--- src/rtl/pll_reset_sequencer.sv ---
// Supervisor for a PLL and its downstream clock domains: pulses the PLL reset,
// filters lock with timeout/retry, then releases per-domain resets in stages.
module pll_reset_sequencer #(
    parameter int NUM_CH         = 4,
    parameter int PLL_RST_CYCLES = 16,
    parameter int LOCK_FILTER    = 1024,
    parameter int LOCK_TIMEOUT   = 65536,
    parameter int STAGE_GAP      = 64,
    parameter int MAX_RETRIES    = 3
) (
    input  logic              clkin,
    input  logic              reset,
    input  logic              pll_lock,
    input  logic              soft_rst_req,
    output logic              pll_reset,
    output logic [NUM_CH-1:0] ch_rst,
    output logic              all_ready,
    output logic              lock_fail,
    output logic [3:0]        retry_cnt,
    output logic [7:0]        loss_cnt
);
    localparam int RW = $clog2(PLL_RST_CYCLES) + 1;
    localparam int FW = $clog2(LOCK_FILTER) + 1;
    localparam int TW = $clog2(LOCK_TIMEOUT) + 1;
    localparam int SW = $clog2(NUM_CH * STAGE_GAP) + 1;

    localparam logic [RW-1:0] RST_LAST  = RW'(PLL_RST_CYCLES - 1);
    localparam logic [FW-1:0] FILT_DONE = FW'(LOCK_FILTER);
    localparam logic [TW-1:0] TMO_DONE  = TW'(LOCK_TIMEOUT);
    localparam logic [SW-1:0] STG_LAST  = SW'((NUM_CH - 1) * STAGE_GAP);
    localparam logic [3:0]    RETRY_MAX = 4'(MAX_RETRIES);

    typedef enum logic [2:0] {
        ST_PLL_RST   = 3'd0,
        ST_WAIT_LOCK = 3'd1,
        ST_RELEASE   = 3'd2,
        ST_RUN       = 3'd3,
        ST_FAIL      = 3'd4
    } state_t;

    state_t            state_q;
    logic [RW-1:0]     rst_cnt_q;
    logic [FW-1:0]     flt_q, flt_d;
    logic [TW-1:0]     tmo_q, tmo_d;
    logic [SW-1:0]     stg_q, stg_d;
    logic              lock_meta_q, lock_s_q;
    logic              pll_reset_q;
    logic [NUM_CH-1:0] ch_rst_q, ch_rel_d;
    logic              all_ready_q;
    logic              lock_fail_q;
    logic [3:0]        retry_q, retry_d;
    logic [7:0]        loss_q, loss_d;

    // Two-flop synchroniser for the asynchronous lock input
    always_ff @(posedge clkin or posedge reset) begin
        if (reset) begin
            lock_meta_q <= 1'b0;
            lock_s_q    <= 1'b0;
        end else begin
            lock_meta_q <= pll_lock;
            lock_s_q    <= lock_meta_q;
        end
    end

    // Counter increments and the channel mask after one release step
    always_comb begin
        flt_d    = lock_s_q ? (flt_q + FW'(1)) : {FW{1'b0}};
        tmo_d    = tmo_q + TW'(1);
        stg_d    = stg_q + SW'(1);
        retry_d  = retry_q + 4'd1;
        loss_d   = (loss_q == 8'hFF) ? loss_q : (loss_q + 8'd1);
        ch_rel_d = ch_rst_q;
        for (int i = 1; i < NUM_CH; i++) begin
            if (stg_d == SW'(i * STAGE_GAP)) begin
                ch_rel_d[i] = 1'b0;
            end else begin
                ch_rel_d[i] = ch_rst_q[i];
            end
        end
    end

    // Sequencer FSM with registered outputs
    always_ff @(posedge clkin or posedge reset) begin
        if (reset) begin
            state_q     <= ST_PLL_RST;
            rst_cnt_q   <= {RW{1'b0}};
            flt_q       <= {FW{1'b0}};
            tmo_q       <= {TW{1'b0}};
            stg_q       <= {SW{1'b0}};
            pll_reset_q <= 1'b1;
            ch_rst_q    <= {NUM_CH{1'b1}};
            all_ready_q <= 1'b0;
            lock_fail_q <= 1'b0;
            retry_q     <= 4'd0;
            loss_q      <= 8'd0;
        end else if (soft_rst_req) begin
            state_q     <= ST_PLL_RST;
            rst_cnt_q   <= {RW{1'b0}};
            pll_reset_q <= 1'b1;
            ch_rst_q    <= {NUM_CH{1'b1}};
            all_ready_q <= 1'b0;
            lock_fail_q <= 1'b0;
            retry_q     <= 4'd0;
        end else if ((state_q == ST_RELEASE || state_q == ST_RUN) && !lock_s_q) begin
            state_q     <= ST_PLL_RST;
            rst_cnt_q   <= {RW{1'b0}};
            pll_reset_q <= 1'b1;
            ch_rst_q    <= {NUM_CH{1'b1}};
            all_ready_q <= 1'b0;
            loss_q      <= loss_d;
        end else begin
            case (state_q)
                ST_PLL_RST: begin
                    if (rst_cnt_q == RST_LAST) begin
                        state_q     <= ST_WAIT_LOCK;
                        pll_reset_q <= 1'b0;
                        flt_q       <= {FW{1'b0}};
                        tmo_q       <= {TW{1'b0}};
                    end else begin
                        rst_cnt_q <= rst_cnt_q + RW'(1);
                    end
                end
                ST_WAIT_LOCK: begin
                    flt_q <= flt_d;
                    tmo_q <= tmo_d;
                    // Lock acceptance is checked first so it wins a tie with timeout
                    if (flt_d == FILT_DONE) begin
                        state_q     <= ST_RELEASE;
                        stg_q       <= {SW{1'b0}};
                        ch_rst_q[0] <= 1'b0;
                    end else if (tmo_d == TMO_DONE) begin
                        retry_q <= retry_d;
                        if (retry_d == RETRY_MAX) begin
                            state_q     <= ST_FAIL;
                            lock_fail_q <= 1'b1;
                        end else begin
                            state_q     <= ST_PLL_RST;
                            rst_cnt_q   <= {RW{1'b0}};
                            pll_reset_q <= 1'b1;
                        end
                    end
                end
                ST_RELEASE: begin
                    if (stg_q == STG_LAST) begin
                        state_q     <= ST_RUN;
                        all_ready_q <= 1'b1;
                        retry_q     <= 4'd0;
                    end else begin
                        stg_q    <= stg_d;
                        ch_rst_q <= ch_rel_d;
                    end
                end
                ST_RUN: begin
                    all_ready_q <= 1'b1;
                    retry_q     <= 4'd0;
                end
                ST_FAIL: begin
                    pll_reset_q <= 1'b0;
                    ch_rst_q    <= {NUM_CH{1'b1}};
                    lock_fail_q <= 1'b1;
                end
                default: begin
                    state_q     <= ST_PLL_RST;
                    rst_cnt_q   <= {RW{1'b0}};
                    pll_reset_q <= 1'b1;
                    ch_rst_q    <= {NUM_CH{1'b1}};
                    all_ready_q <= 1'b0;
                end
            endcase
        end
    end

    assign pll_reset = pll_reset_q;
    assign ch_rst    = ch_rst_q;
    assign all_ready = all_ready_q;
    assign lock_fail = lock_fail_q;
    assign retry_cnt = retry_q;
    assign loss_cnt  = loss_q;

endmodule

--- config.mk ---
export PLATFORM = sky130hd
export DESIGN_NAME = pll_reset_sequencer
export DESIGN_NICKNAME = d
export VERILOG_FILES = /design/src/rtl/pll_reset_sequencer.sv
export SDC_FILE = /design/constraint.sdc
export NUM_CORES = 1
export LEC_CHECK = 0
export BUFFER_PORTS_ARGS = -buffer_cell sky130_fd_sc_hd__buf_4
export CAP_MARGIN = 20
export CORE_UTILIZATION = 49
export DETAILED_ROUTE_END_ITERATION = 12
export MAX_ROUTING_LAYER = met4
export PLACE_DENSITY = 0.66
export REMOVE_ABC_BUFFERS = 1
export SLEW_MARGIN = 10
export SYNTH_ARGS = -nofsm -noshare
export SYNTH_HDL_FRONTEND = slang
export SYNTH_SLANG_ARGS = --single-unit
--- constraint.sdc ---
create_clock -name clkin -period 3.2 [get_ports clkin]
set_input_delay 0.64 -clock clkin [delete_from_list [all_inputs] [get_ports clkin]]
set_output_delay 0.64 -clock clkin [all_outputs]
set_load 0.01 [all_outputs]
==> results of run 1 <==
cell families after synthesis:
kind of cell / count (synthesis) / share of synthesized area
compound gates: 131 / 0.219
xor+xnor: 18 / 0.0386
fa+ha+maj: 10 / 0.0306
buf+inv: 43 / 0.0512
flops: 66 / 0.406
mux: 5 / 0.0132
simple gates: 182 / 0.241
power groups by stage:
stage	Clock [mW]	Combinational, mW	Sequential [mW]
after floorplan	0	0.0235	0.858
final	0.866	0.0383	0.844
after CTS	0.884	0.0400	0.844
after global routing	0.920	0.0447	0.844
after global placement	0	0.0393	0.860
after detailed placement	0	0.0400	0.860
synthesized netlist by cell type, types with 7 or more instances:
cell type	number	area (sq um)
o21ai_0	49	245
nor2b_1	7	43.8
ha_1	10	125
o31ai_1	14	105
nand4_1	19	119
nand2_1	42	158
dfrtp_1	61	1530
xnor2_1	14	123
inv_1	13	48.8
nor4_1	10	62.6
and3_1	8	50.1
nand3_1	14	70.1
nor2_1	30	113
a21oi_1	17	85.1
clkbuf_1	17	63.8
nor3_1	14	70.1
how the worst min path moves through the flow:
stage | startpoint | endpoint | slack, ns
finish | lock_meta_q$_DFF_PP0_ | lock_s_q$_DFF_PP0_ | 0.35
global route | lock_meta_q$_DFF_PP0_ | lock_s_q$_DFF_PP0_ | 0.38
CTS | lock_meta_q$_DFF_PP0_ | lock_s_q$_DFF_PP0_ | 0.36
detailed placement | lock_meta_q$_DFF_PP0_ | lock_s_q$_DFF_PP0_ | 0.34
global placement | lock_meta_q$_DFF_PP0_ | lock_s_q$_DFF_PP0_ | 0.34
floorplan | lock_meta_q$_DFF_PP0_ | lock_s_q$_DFF_PP0_ | 0.33
area by class of cell:
class,instances,area (sq um)
inverter,13,48.8
multi-input combinational,346,2230
clock buffer,9,124
clock inverter,7,116
tap,102,128
timing repair buffer,28,223
fill,699,3360
sequential,66,1660
routing by layer:
| metal | vias up | track usage | share of wire |
|---|---|---|---|
| li1 | 1709 | - | - |
| met1 | 1694 | 0.307 | 0.49 |
| met2 | 56 | 0.358 | 0.46 |
| met3 | 9 | 0.0333 | 0.031 |
| met4 | 0 | 0.100 | 0.013 |
| met5 | - | - | 0 |
flip-flops by register name (all words and copies together) (netlist names):
name / count
lock_fail: 1
lock_meta_q: 1
stg_q: 9
pll_reset: 1
flt_q: 11
retry_cnt: 4
rst_cnt_q: 5
tmo_q: 17
all_ready: 1
state_q: 3
lock_s_q: 1
loss_cnt: 8
ch_rst: 4
worst register-to-register path, cell delays in order (launching register included):
cell and delay [ns]:
dfrtp_1 0.50, ha_1 0.27, nand3_4 0.12, or4_1 0.68, mux2i_1 0.24, o22ai_2 0.14, a311oi_4 0.47, o2bb2ai_1 0.12
mux2_2 0.28
metrics by stage:
| stage | instances | setup WS [ns] |
|---|---|---|
| final | 571 | 0.268 |
| after global routing | 571 | 0.0808 |
| after CTS | 571 | 0.209 |
| after detailed placement | 555 | 0.197 |
| after global placement | 555 | 0.396 |
| after floorplan | 425 | 0.411 |
what timing repair did:
item,4_1_cts,5_1_grt
gates resized for setup,0,2
hold buffers,0,0
endpoints found under the setup margin,0,6
==> impl_metrics.json, run 1 <==
{
  "hpwl_um": 6210,
  "endpoint_kind": "flip-flop",
  "antenna_found_initial": 0,
  "row_count": 32,
  "cts_tree": "done",
  "clk_path_buf_depth": 2,
  "layout-drive-gt1-share": 0.160,
  "fin_util": 0.574,
  "critPathKind": "reg2reg",
  "critPathMaxFanout": 10,
  "internal-power_mw": 1.37,
  "root_buffer": "clkbuf_8",
  "worstPathCellList": "ha_1 > nand3_4 > or4_1 > mux2i_1 > o22ai_2 > a311oi_4 > o2bb2ai_1 > mux2_2",
  "insertion_delay_ns": 0.35,
  "power_switching_mw": 0.381,
  "r2r-end": "retry_cnt[2]$_DFFE_PP0P_",
  "grt_pass1_vias": 3291,
  "track_usage": 0.232,
  "slew_headroom": 0.535,
  "slew_viol_final": 0,
  "power_frac_seq": 0.483,
  "core_area_sq_mm": 0.00789,
  "critPathSlowestCell": "or4_1",
  "fmax_ghz": 0.341,
  "fin_area_sq_mm": 0.00452,
  "reg2reg_depth": 8,
  "synth_top_flop_cell": "dfrtp_1",
  "clk_pin_slew_ns": 0.08,
  "worst_pin_slew_ns": 0.691,
  "cts_setup_buffers": 0,
  "syn_inst": 455,
  "r2r_start": "tmo_q[0]$_DFFE_PP0P_",
  "gp_congestion": 0.858,
  "placed_cell_area_sq_mm": 0.00427,
  "power_mw": 1.75,
  "clock_sinks": 66,
  "dr_total_vias": 3468,
  "die_area_sq_mm": 0.00870,
  "outcome": "completed",
  "timing.setup.tns_ns": 0,
  "setup_violations": 0,
  "htree_num_levels": 3,
  "start_util": 0.518,
  "avgSynthCellArea_sq_um": 8.98,
  "hold_viol_final": 0,
  "final_common_cell": "dfrtp_1",
  "grt_first_pass_wirelength_um": 15500,
  "final_nets": 478,
  "synth_seq_cells": 66,
  "wirelength_um": 9040,
  "p_sw_frac": 0.218,
  "area_growth_pct": 10.8,
  "synthesis.area_sq_mm": 0.00408,
  "cts_buffers": 9,
  "whs_path_depth": 0,
  "ys_types": 69,
  "worstSetupEndpoint": "retry_cnt[2]$_DFFE_PP0P_",
  "ys_warn_count": 0,
  "io_pins": 23,
  "drc_errors": 0,
  "holdWs_ns": 0.354,
  "final_cell_mix": "61 x dfrtp_1, 49 x o21ai_0, 42 x nand2_1, 30 x nor2_1, 27 x buf_4",
  "die_w_um": 93.3,
  "clock_skew_ns": 0.0128,
  "post-route-period-util": 0.916,
  "overflow": 0,
  "seq_area_frac_synth": 0.406,
  "path_depth": 8,
  "async_flop_share": 1.00,
  "avgViaCountPerCell": 6.07,
  "antennaDiodeCount": 0,
  "crit_arrival_ns": 3.17,
  "rrSetupSlack_ns": 0.27,
  "fp.dieH_um": 93.3,
  "p_per_area_mw_per_mm2": 386,
  "drt_iter0_markers": 145,
  "cap_violations": 0,
  "period_needed_ns": 2.93,
  "firstDrtPassIters": 4,
  "grt_setup_unrepaired": "no",
  "critPathLaunchType": "flip-flop",
  "p_leak_nw": 1.92,
  "grt_max_degree": 36,
  "critPathMaxStageDelay_ns": 0.68,
  "hold_class": "reg2reg",
  "ant_nets": 0,
  "synth_edf_count": 0,
  "cp-startpoint": "tmo_q[0]$_DFFE_PP0P_",
  "comb_power_share": 0.022,
  "io_buffers": 22,
  "ir_drop_mv": 0.294,
  "critPathBufInv": 0,
  "clockPowerShare": 0.495,
  "crit_family": "simple AND/OR/NAND/NOR gates",
  "cp.required_ns": 3.44,
  "avgRoutedWirePerCell_um": 15.8
}
Power figures use the tool's default switching activity.
==> run 2: changes to the inputs <==
==> constraint.sdc (replaced) <==
create_clock -name clkin -period 3.2 [get_ports clkin]
set_input_delay 0 -clock clkin [delete_from_list [all_inputs] [get_ports clkin]]
set_output_delay 0 -clock clkin [all_outputs]
set_load 0.01 [all_outputs]
==> run 2 against run 1 <==
Core utilization is 0.16 points higher. Combinational power is 3% higher. Sequential cell count stayed put. Register-to-register slack worse by 0.02 ns. Non-clock buffer count is 4 higher. Count of clock-buffer cells in the layout is 3 higher. Global-route usage is 0.67 points higher. Critical path depth stayed put. Maximum frequency is 0.56% lower. Critical path type unchanged. Highest routed layer unchanged.
==> impl_metrics.json, run 2 (synthesis gave the netlist of run 1 again) <==
{
  "p_leak_nw": 1.93,
  "fillers": 691,
  "largestRegisters": "tmo_q: 17 flops, flt_q: 11 flops, stg_q: 9 flops",
  "fp.dieH_um": 93.3,
  "clock_skew_ns": 0.00681,
  "slew_viol_final": 0,
  "row_count": 32,
  "final_common_cell": "dfrtp_1",
  "holdWs_ns": 0.301,
  "cp.required_ns": 3.44,
  "avgViaCountPerCell": 6.07,
  "post-route-period-util": 0.921,
  "final_cell_mix": "61 x dfrtp_1, 49 x o21ai_0, 42 x nand2_1, 30 x nor2_1, 29 x buf_4",
  "whs_path_depth": 2,
  "clk_pin_slew_ns": 0.07,
  "fin_util": 0.575,
  "gp_congestion": 0.831,
  "dr_total_vias": 3488,
  "fin_area_sq_mm": 0.00454,
  "critPathKind": "reg2reg",
  "outcome": "completed",
  "grt_max_degree": 36,
  "dp_slack_ns": 0.267,
  "antenna_found_initial": 0,
  "regMostFlops": "tmo_q",
  "cts_buffers": 9,
  "cts_setup_buffers": 0,
  "io_pins": 23,
  "rrSetupSlack_ns": 0.25,
  "r2r_start": "tmo_q[0]$_DFFE_PP0P_",
  "endpoint_kind": "flip-flop",
  "htree_num_levels": 3,
  "slew_headroom": 0.516,
  "hold_viol_final": 0,
  "drt_iter0_markers": 165,
  "grt_pass1_vias": 3399,
  "hpwl_um": 6370,
  "cts_tree": "done",
  "clock_sinks": 66,
  "finalNonFillerCells": 575,
  "p_per_area_mw_per_mm2": 376,
  "avgRoutedWirePerCell_um": 15.8,
  "r2r-end": "retry_cnt[1]$_DFFE_PP0P_",
  "start_util": 0.518,
  "die_w_um": 93.3,
  "timing.setup.tns_ns": 0,
  "core_area_sq_mm": 0.00789,
  "hold_end": "lock_meta_q$_DFF_PP0_",
  "setup_violations": 0,
  "grt_setup_unrepaired": "no",
  "drc_errors": 0,
  "min_from": "pll_lock",
  "layout-drive-gt1-share": 0.156,
  "wirelength_um": 9090,
  "fmax_ghz": 0.339,
  "ir_drop_mv": 0.249,
  "grt_first_pass_wirelength_um": 16100,
  "ctsResizeCount": 0,
  "largest_register_ffs": 17,
  "overflow": 0,
  "antennaDiodeCount": 0,
  "die_area_sq_mm": 0.00870,
  "crit_arrival_ns": 3.18,
  "reg2reg_depth": 8,
  "insertion_delay_ns": 0.34,
  "critPathLaunchType": "flip-flop",
  "track_usage": 0.239,
  "power_mw": 1.71,
  "root_buffer": "clkbuf_8",
  "clk_path_buf_depth": 2,
  "placed_cell_area_sq_mm": 0.00427,
  "ant_nets": 0,
  "critPathMaxFanout": 10,
  "cap_violations": 0,
  "io_buffers": 22,
  "final_nets": 482,
  "worst_pin_slew_ns": 0.725,
  "timing.final.ws_setup_ns": 0.252,
  "area_growth_pct": 11.1,
  "period_needed_ns": 2.95,
  "dp_cells": 556,
  "hold_class": "in2reg",
  "firstDrtPassIters": 4
}
run 2: area by class of cell:
class / count / area [sq um] / area share
sequential: 66 / 1660 / 0.365
inverter: 13 / 48.8 / 0.0108
multi-input combinational: 346 / 2220 / 0.489
tap: 102 / 128 / 0.0281
timing repair buffer: 32 / 248 / 0.0546
clock buffer: 12 / 165 / 0.0364
clock inverter: 4 / 72.6 / 0.0160
run 2: worst max-delay path by stage:
stage / startpoint / to / slack (ns) / cells after the start
final: tmo_q[0]$_DFFE_PP0P_ / retry_cnt[1]$_DFFE_PP0P_ / 0.25 / 8
after global routing: stg_q[0]$_DFFE_PP0P_ / stg_q[2]$_DFFE_PP0P_ / 0.06 / 9
after CTS: tmo_q[0]$_DFFE_PP0P_ / retry_cnt[1]$_DFFE_PP0P_ / 0.25 / 8
after detailed placement: tmo_q[0]$_DFFE_PP0P_ / retry_cnt[1]$_DFFE_PP0P_ / 0.27 / 8
after global placement: flt_q[0]$_DFFE_PP0P_ / stg_q[2]$_DFFE_PP0P_ / 0.40 / 7
after floorplan: tmo_q[0]$_DFFE_PP0P_ / retry_cnt[2]$_DFFE_PP0P_ / 0.41 / 8
run 2: metal layers:
metal,vias to the layer above,GRT usage,part of all wire,wire length (um)
met5,-,-,0,0
met4,0,0.0756,0.013,118
met3,12,0.0423,0.049,445
met2,80,0.381,0.48,4380
met1,1682,0.311,0.46,4150
li1,1714,-,-,-
run 2: critical path: stages (launching register included):
cell and delay [ns]:
dfrtp_1 0.50, ha_1 0.27, nand3_4 0.12, or4_1 0.67
nor3_1 0.24, o22ai_2 0.14, a311oi_4 0.49, o22ai_1 0.15
a22o_1 0.26
run 2: what timing repair did:
item,4_1_cts,5_1_grt
endpoints found under the setup margin,0,0
hold endpoints to repair,35,0
hold buffers,3,0
run 2: power by group:
part	internal, mW	switching (mW)
sequential	0.839	0.00569
clock	0.501	0.322
combinational	0.0118	0.0275
==> run 3: changes to the inputs <==
- CORE_UTILIZATION: 49 -> 30
- CTS_CLUSTER_SIZE: default -> 16
- PLACE_DENSITY: 0.66 -> default
==> run 3 against run 2 <==
Via count is 1.5% higher. Worst hold slack better by 0.0080 ns. Count of clock-buffer cells in the layout is 2 lower. Core utilization is 22 points lower. Die area is 62% higher. Global-route usage is 9.0 points lower. Critical endpoint unchanged.
==> impl_metrics.json, run 3 (synthesis gave the netlist of run 1 again) <==
{
  "grt_max_degree": 32,
  "grt_first_pass_wirelength_um": 16300,
  "power_mw": 2.05,
  "overflow": 0,
  "fp.dieH_um": 119,
  "critPathBufInv": 0,
  "core_area_sq_mm": 0.0132,
  "setup_violations": 0,
  "die_area_sq_mm": 0.0141,
  "regMostFlops": "tmo_q",
  "grt_pass1_vias": 3296,
  "r2r_start": "tmo_q[1]$_DFFE_PP0P_",
  "p_leak_nw": 1.98,
  "start_util": 0.308,
  "avgRoutedWirePerCell_um": 14.6,
  "p_per_area_mw_per_mm2": 432,
  "worstPathCellList": "ha_1 > nand3_4 > or4_1 > nor3_1 > o22ai_2 > a311oi_4 > o22ai_1 > a22o_1",
  "critPathSlowestCell": "or4_1",
  "ir_drop_mv": 0.225,
  "insertion_delay_ns": 0.34,
  "antennaDiodeCount": 0,
  "die_w_um": 119,
  "wirelength_um": 9480,
  "placed_cell_area_sq_mm": 0.00436,
  "post-route-period-util": 0.907,
  "gp_congestion": 0.808,
  "timing.setup.tns_ns": 0,
  "drt_iter0_markers": 221,
  "min_from": "pll_lock",
  "dr_total_vias": 3539,
  "fin_area_sq_mm": 0.00475,
  "period_needed_ns": 2.90,
  "fmax_ghz": 0.344,
  "io_pins": 23,
  "layout-drive-gt1-share": 0.159,
  "grt_setup_unrepaired": "no",
  "row_count": 42,
  "root_buffer": "clkbuf_16",
  "antenna_found_initial": 0,
  "cp.required_ns": 3.43,
  "area_growth_pct": 16.3,
  "final_cell_mix": "61 x dfrtp_1, 49 x o21ai_0, 42 x nand2_1, 30 x nor2_1, 29 x buf_4",
  "critPathMaxStageDelay_ns": 0.67,
  "htree_num_levels": 3,
  "critPathLaunchType": "flip-flop",
  "drc_errors": 0,
  "slew_headroom": 0.544,
  "worst_pin_slew_ns": 0.683,
  "cap_violations": 0,
  "clk_path_buf_depth": 2,
  "hold_viol_final": 0,
  "final_common_cell": "dfrtp_1",
  "firstDrtPassIters": 4,
  "path_depth": 8,
  "outcome": "completed",
  "slew_viol_final": 0,
  "endpoint_kind": "flip-flop",
  "hpwl_um": 6460,
  "cts_buffers": 9,
  "cp-startpoint": "tmo_q[1]$_DFFE_PP0P_",
  "final_nets": 482,
  "clock_skew_ns": 0.00657,
  "track_usage": 0.149,
  "critPathKind": "reg2reg",
  "fillers": 1354,
  "cts_tree": "done",
  "avgViaCountPerCell": 5.45,
  "critPathMaxFanout": 9,
  "clock_sinks": 66,
  "ant_nets": 0,
  "io_buffers": 22,
  "largestRegisters": "tmo_q: 17 flops, flt_q: 11 flops, stg_q: 9 flops",
  "largest_register_ffs": 17,
  "hold_class": "in2reg",
  "crit_family": "simple AND/OR/NAND/NOR gates",
  "reg2reg_depth": 8,
  "whs_path_depth": 2,
  "crit_arrival_ns": 3.13,
  "clk_pin_slew_ns": 0.06
}
==> run 3: worst paths after layout <==
kind	to	slack, ns
max	retry_cnt[1]$_DFFE_PP0P_	0.30
min in group asynchronous	flt_q[5]$_DFFE_PP0P_	0.33
min reg2reg	lock_s_q$_DFF_PP0_	0.37
min	lock_meta_q$_DFF_PP0_	0.31
max reg2reg	retry_cnt[1]$_DFFE_PP0P_	0.30
max in group asynchronous	pll_reset$_DFFE_PP1P_	2.09
==> run 3: cell type report <==
type                       count  area (sq um)  area share
timing repair buffer          32           248      0.0522
clock buffer                  10           239      0.0503
clock inverter                 6           114      0.0240
tap                          176           220      0.0464
inverter                      13          48.8      0.0103
sequential                    66          1660       0.349
multi-input combinational    346          2220       0.468
==> run 3: power by group <==
part	internal (mW)	switching (mW)	leakage [nW]	total (mW)
combinational	0.0127	0.0280	0.923	0.0407
clock	0.783	0.382	0.165	1.17
sequential	0.840	0.00541	0.888	0.845
==> run 3: layer usage <==
metal	wire [um]	global-route usage	part of all wire
met3	318	0.0299	0.034
met2	4360	0.219	0.46
met4	142	0.0704	0.015
met5	0	-	0
met1	4670	0.197	0.49
==> run 3: stage by stage <==
stage	hold WS (ns)	worst slack (ns)	utilization	cells
2_1_floorplan	0.0314	0.411	-	425
3_3_place_gp	0.114	0.368	0.329	630
3_5_place_dp	0.115	0.252	0.329	630
4_1_cts	0.302	0.265	0.358	649
5_1_grt	0.312	0.0661	0.359	649
6_report	0.309	0.296	0.359	649
==> run 3: what timing repair did <==
action | 4_1_cts | 5_1_grt
setup endpoints to repair | 0 | 2
hold endpoints to repair | 30 | 0
buffers inserted | 0 | 0
hold buffers | 3 | 0
resized for setup | 0 | 1
